### src/rtl/addr_cnt_sched_pkg.sv
// Shared definitions for the address-counter scheduler: FSM encoding,
// requester indices and a small index-to-grant helper.
package addr_cnt_pkg;

  typedef enum logic [1:0] {
    ST_IDLE = 2'd0,
    ST_RUN  = 2'd1,
    ST_DONE = 2'd2
  } state_e;

  localparam logic REQ0 = 1'b0;
  localparam logic REQ1 = 1'b1;

  function automatic logic [1:0] idx_to_onehot(input logic idx);
    return idx ? 2'b10 : 2'b01;
  endfunction

endpackage

### src/rtl/addr_cnt_sched_rr_arb2.sv
// Two-way round-robin pick: a lone requester wins outright, a tie goes to
// the requester that was not granted last.
module rr_arb2
  import addr_cnt_pkg::*;
(
  input  logic [1:0] req,
  input  logic       last,
  output logic [1:0] gnt
);

  // combinational one-hot winner selection
  always_comb begin
    gnt = 2'b00;
    case (req)
      2'b01:   gnt = 2'b01;
      2'b10:   gnt = 2'b10;
      2'b11:   gnt = idx_to_onehot((last == REQ0) ? REQ1 : REQ0);
      default: gnt = 2'b00;
    endcase
  end

endmodule

### src/rtl/addr_cnt_sched.sv
// Shares one address Counter between two requesters: grants round-robin,
// enables the Counter for the winner's burst length, then clears it.
module addr_cnt_sched
  import addr_cnt_pkg::*;
#(
  parameter int CNT_WIDTH = 7
) (
  input  logic                 clk,
  input  logic                 rst_n,
  input  logic [1:0]           req_i,
  input  logic [CNT_WIDTH-1:0] len0_i,
  input  logic [CNT_WIDTH-1:0] len1_i,
  output logic [1:0]           gnt_o,
  output logic                 cnt_en_o,
  output logic                 cnt_done_o,
  output logic [1:0]           done_o,
  output logic                 busy_o
);

  localparam logic [CNT_WIDTH-1:0] LEN_ZERO = CNT_WIDTH'(0);
  localparam logic [CNT_WIDTH-1:0] LEN_ONE  = CNT_WIDTH'(1);

  state_e               state_r, state_s;
  logic [1:0]           gnt_r, gnt_s;
  logic [CNT_WIDTH-1:0] len_r, len_s;
  logic [CNT_WIDTH-1:0] beat_r, beat_s;
  logic                 last_r, last_s;
  logic [1:0]           arb_gnt_s;
  logic                 cnt_en_r, cnt_en_s;
  logic                 cnt_done_r, cnt_done_s;
  logic [1:0]           done_r, done_s;
  logic                 busy_r, busy_s;

  rr_arb2 u_arb (
    .req  (req_i),
    .last (last_r),
    .gnt  (arb_gnt_s)
  );

  // next-state, grant, burst length and beat counter
  always_comb begin
    state_s = state_r;
    gnt_s   = gnt_r;
    len_s   = len_r;
    beat_s  = beat_r;
    last_s  = last_r;
    case (state_r)
      ST_IDLE: begin
        if (|req_i) begin
          gnt_s  = arb_gnt_s;
          len_s  = arb_gnt_s[REQ1] ? len1_i : len0_i;
          beat_s = LEN_ZERO;
          // a zero-length burst skips RUN and only clears the Counter
          if (len_s != LEN_ZERO) begin
            state_s = ST_RUN;
          end else begin
            state_s = ST_DONE;
          end
        end else begin
          gnt_s   = 2'b00;
          state_s = ST_IDLE;
        end
      end
      ST_RUN: begin
        beat_s = beat_r + LEN_ONE;
        if (beat_r == len_r - LEN_ONE) begin
          state_s = ST_DONE;
        end else begin
          state_s = ST_RUN;
        end
      end
      ST_DONE: begin
        last_s  = gnt_r[REQ1];
        gnt_s   = 2'b00;
        state_s = ST_IDLE;
      end
      default: begin
        gnt_s   = 2'b00;
        state_s = ST_IDLE;
      end
    endcase
  end

  // outputs are decoded from the next state so they leave a flop directly
  always_comb begin
    cnt_en_s   = (state_s == ST_RUN);
    cnt_done_s = (state_s == ST_DONE);
    done_s     = cnt_done_s ? gnt_s : 2'b00;
    busy_s     = (state_s != ST_IDLE);
  end

  // state and output registers
  always_ff @(posedge clk or negedge rst_n) begin
    if (!rst_n) begin
      state_r    <= ST_IDLE;
      gnt_r      <= 2'b00;
      len_r      <= LEN_ZERO;
      beat_r     <= LEN_ZERO;
      last_r     <= REQ1;
      cnt_en_r   <= 1'b0;
      cnt_done_r <= 1'b0;
      done_r     <= 2'b00;
      busy_r     <= 1'b0;
    end else begin
      state_r    <= state_s;
      gnt_r      <= gnt_s;
      len_r      <= len_s;
      beat_r     <= beat_s;
      last_r     <= last_s;
      cnt_en_r   <= cnt_en_s;
      cnt_done_r <= cnt_done_s;
      done_r     <= done_s;
      busy_r     <= busy_s;
    end
  end

  assign gnt_o      = gnt_r;
  assign cnt_en_o   = cnt_en_r;
  assign cnt_done_o = cnt_done_r;
  assign done_o     = done_r;
  assign busy_o     = busy_r;

endmodule
### config.mk
export PLATFORM = sky130hd
export DESIGN_NAME = addr_cnt_sched
export DESIGN_NICKNAME = d
export VERILOG_FILES = /design/src/rtl/addr_cnt_sched_pkg.sv /design/src/rtl/addr_cnt_sched_rr_arb2.sv /design/src/rtl/addr_cnt_sched.sv
export SDC_FILE = /design/constraint.sdc
export NUM_CORES = 1
export LEC_CHECK = 0
export CORE_ASPECT_RATIO = 0.6
export CORE_MARGIN = 3
export CORE_UTILIZATION = 35
export CTS_CLUSTER_SIZE = 14
export DETAILED_ROUTE_END_ITERATION = 6
export GPL_TIMING_DRIVEN = 0
export PLACE_DENSITY_LB_ADDON = 0.15
export SYNTH_ARGS = -nofsm -noshare
export SYNTH_HDL_FRONTEND = slang
export SYNTH_SLANG_ARGS = --single-unit
export TNS_END_PERCENT = 5
### constraint.sdc
create_clock -name clk -period 1.6 [get_ports clk]
set_clock_uncertainty 0.05 [all_clocks]
set_input_delay 0.16 -clock clk [delete_from_list [all_inputs] [get_ports clk]]
set_output_delay 0.16 -clock clk [all_outputs]
set_load 0.01 [all_outputs]
==> impl_results.md <==
* Die X at 84.42 um
* Clock latency on the worst-skew pair at 0.27 ns
* CP Max Fanout at 5
* CTS Buf Count at 3
* Slew HR at 29.37%
* Ant. Diodes at 0
* Placed cell count at 202
* Yosys reg bits at 24
* Mapped Avg Cell Area at 9.709 um^2
* Full die area at 4478 um^2
* Crit path depth at 7
* CP Launch Point: len_r[1]$_DFFE_PN0P_
* Setup ws final at -0.1236 ns
* Minimum clock period at 1.724 ns
* Global placement routability congestion at 0.8160
* Register area share after synthesis at 46.61%
* CP cell instances: inv_1 > ha_4 > o21ba_4 > a22oi_2 > o2111ai_2 > a22oi_2 > and3_1
* Clock Sinks at 24
* CP endpoint: done_o[0]$_DFF_PN0_
* Total Wirelength at 3054 um
* Root Driver: clkbuf_8
* Area growth syn-to-layout at 34.40%
* Post-synth top cells: dfrtp_1, nand2_1, o21ai_0
* # DRC at 0
* CP max stage cell: dfrtp_1
* Hold Fails Final Rpt at 0
* Vias in the first global route at 1028
* Clk slew on worst S/H paths at 0.09 ns
* Achievable frequency at 0.5802 GHz
* Top cell type's share of synthesized area at 44.57%
* Crit-path leading delay family: compound AO/OA/AOI/OAI gates
* Most common flop cell mapped by yosys: dfrtp_1
* Filler Cells Inserted at 299
* Count of different cell masters after synthesis at 39
* RSZ-0062 raised after global routing: yes
* Synthesis Warnings at 0
* Final setup viols at 6
* Die Y at 53.05 um
* Mapped Area at 1291 um^2
* Sw Share at 41.52%
* DR WL/cell at 14.54 um
* Required @ worst endpoint at 1.76 ns
* Cell taking the most area after synthesis: dfrtp_1
* Period Utilization, post-route at 107.7%
* First-pass GRT wire length at 4857 um
* Min-Delay Path Class: input port to asynchronous set/reset pin
* Synth Net Count at 153
* Failing checks: negative setup slack
* Kind of critical path: register to register
* Initial Util at 38.17%
* Hold Worst Slack at 0.4074 ns
* R2R Path End: done_o[0]$_DFF_PN0_
* Largest net degree at the start of global routing at 25
* Layout Cells excl Fill at 210
* Hold Buf Count CTS at 0
* Nets at 186
* Port-buffer cells at 24
* CORE AREA at 3383 um^2
* Post-synth EDFFs at 0
* P_sw at 1382 uW
* Peak supply drop at 0.6524 mV
* Leak pwr at 0.0007077 uW
* CP Capture Type: register
* Rows at 16
* PwrDens at 1918 nW/um^2
* Starting DRT DRC Count at 26
* Status: finished, violations left
* Top Ports at 25
* Setup TNS at -0.4743 ns
* Layout cells sized above 1 at 19.39%
* Worst Path Buf+Inv at 1
* CTS Buffer Depth at 2
* Worst Max-Slew Pin Slew at 1.056 ns
* Vias after detailed routing at 1093
* Detail Route Antenna Nets at 0
* Detail-routed via count per cell at 5.205
* Critical R2R Launch: len_r[1]$_DFFE_PN0P_
* P_int at 1946 uW
* R2R cell count at 7
* Hpwl dp at 2222 um
* Initial antenna violation count at 0
* Max Cap Viol at 0
* Max-slew violation count at 0
* Clock power frac at 12.5%
* Main area contributors after synthesis: dfrtp_1, mux2i_1, o21ai_0, nand2_1, xnor2_1
* Internal reg-to-reg setup slack at -0.12 ns
* Pre-Repair DR Iteration Count at 4
* TritonCTS clock tree: yes
* Combinational power share at 53.7%
* Ys async rst share at 100.0%
* H-tree depth at 1
* GRT Total Usage at 14.33%
* CP arrival at 1.89 ns
* Overflow after GRT at 0
* Worst setup SP type: register
* Flop pwr share at 33.8%
* CP peak stage delay at 0.37 ns
* Top-count cell post-synth: dfrtp_1
* Synthesized instance count at 133
* Most frequent CP cell: a22oi_2
## power by group through the flow
stage          sequential, uW  clock [uW]  combinational, uW
2_1_floorplan            1080           0               1070
3_3_place_gp             1110           0               1420
3_5_place_dp             1130           0               1470
4_1_cts                  1110         424               1690
5_1_grt                  1160         458               1980
6_report                 1120         416               1790
## worst reg2reg max path, cell delays in order, from the launching register on
cell and delay [ns]:
dfrtp_1 0.37, inv_1 0.08, ha_4 0.18, o21ba_4 0.19
a22oi_2 0.20, o2111ai_2 0.16, a22oi_2 0.26, and3_1 0.19
## worst min-delay path by stage
stage,start,endpoint,slack (ns)
after detailed placement,len_r[6]$_DFFE_PN0P_,len_r[6]$_DFFE_PN0P_,0.45
after floorplan,rst_n,beat_r[0]$_DFFE_PN0P_,-0.19
final,rst_n,cnt_en_o$_DFF_PN0_,0.41
after CTS,rst_n,busy_o$_DFF_PN0_,0.47
after global routing,beat_r[6]$_DFFE_PN0P_,beat_r[6]$_DFFE_PN0P_,0.50
after global placement,len_r[6]$_DFFE_PN0P_,len_r[6]$_DFFE_PN0P_,0.45
## sequential cells by signal, indices dropped and copies added, names as in the netlist, 2 cells and up
name / count
beat_r: 7
done_o: 2
gnt_o: 2
len_r: 7
state_r: 2
## layout by cell type, fill, tap and decap left out, drive strengths merged, types with 2 or more instances in the layout
master / Yosys / final
clkbuf: 1 / 4
nand3: 5 / 5
nand2: 20 / 20
o21ai: 17 / 17
inv: 3 / 3
xnor2: 4 / 4
o31ai: 2 / 2
a21oi: 3 / 3
nand2b: 2 / 2
mux2i: 8 / 8
nor2b: 2 / 2
xor2: 4 / 4
buf: 5 / 10
a22oi: 2 / 2
or2: 2 / 2
ha: 2 / 2
and3: 2 / 2
nor4: 3 / 3
a21boi: 2 / 2
nand4: 2 / 2
nor2: 4 / 4
dfrtp: 23 / 23
nor3: 3 / 3
clkdlybuf4s50: 0 / 24
a32o: 2 / 2
## kinds of logic (layout without fill, tap and decap cells)
| kind of cell | count (synthesis) | count (layout) | share of synthesized area [%] |
|---|---|---|---|
| buf+inv | 9 | 41 | 3.779 |
| xor+xnor | 8 | 8 | 5.426 |
| mux | 9 | 9 | 7.074 |
| fa+ha+maj | 2 | 2 | 1.938 |
| compound gates | 34 | 34 | 17.05 |
| flops | 24 | 24 | 46.61 |
| simple gates | 47 | 47 | 18.12 |
## metal layers
layer / track usage, % / up-vias / part of all wire [%]
met1: 20.44 / 512 / 52
met3: 4.355 / 4 / 4.8
met5: 0 / - / 0
met2: 21.73 / 36 / 42
met4: 2.368 / 0 / 1.5
li1: - / 541 / -
## layout make-up
| type | count | area [um^2] | share of cell area, % |
|---|---|---|---|
| clock buffers | 4 | 55.05 | 3.172 |
| flip-flops and latches | 24 | 601.8 | 34.68 |
| multi-input cells | 100 | 701.9 | 40.45 |
| repair buffers | 28 | 270.3 | 15.57 |
| well taps | 45 | 56.30 | 3.244 |
| inverters | 3 | 11.26 | 0.6489 |
| plain buffers | 6 | 38.79 | 2.235 |
## stage by stage
step	util [%]	power [uW]	cell area (um^2)	worst slack (ns)
after detailed placement	47.00	2598	1590	-0.2881
after global placement	47.00	2538	1590	-0.2564
final	51.29	3328	1735	-0.1236
after CTS	50.52	3226	1709	-0.1132
after global routing	51.29	3596	1735	-0.2336
after floorplan	-	2152	1294	0.005598
## timing repair
| action | in CTS | in global routing |
|---|---|---|
| pin swaps | 8 | 5 |
| setup buffers | 4 | 0 |
| setup endpoints to repair | 10 | 8 |
| resized for setup | 7 | 6 |
Power figures use the tool's default switching activity.
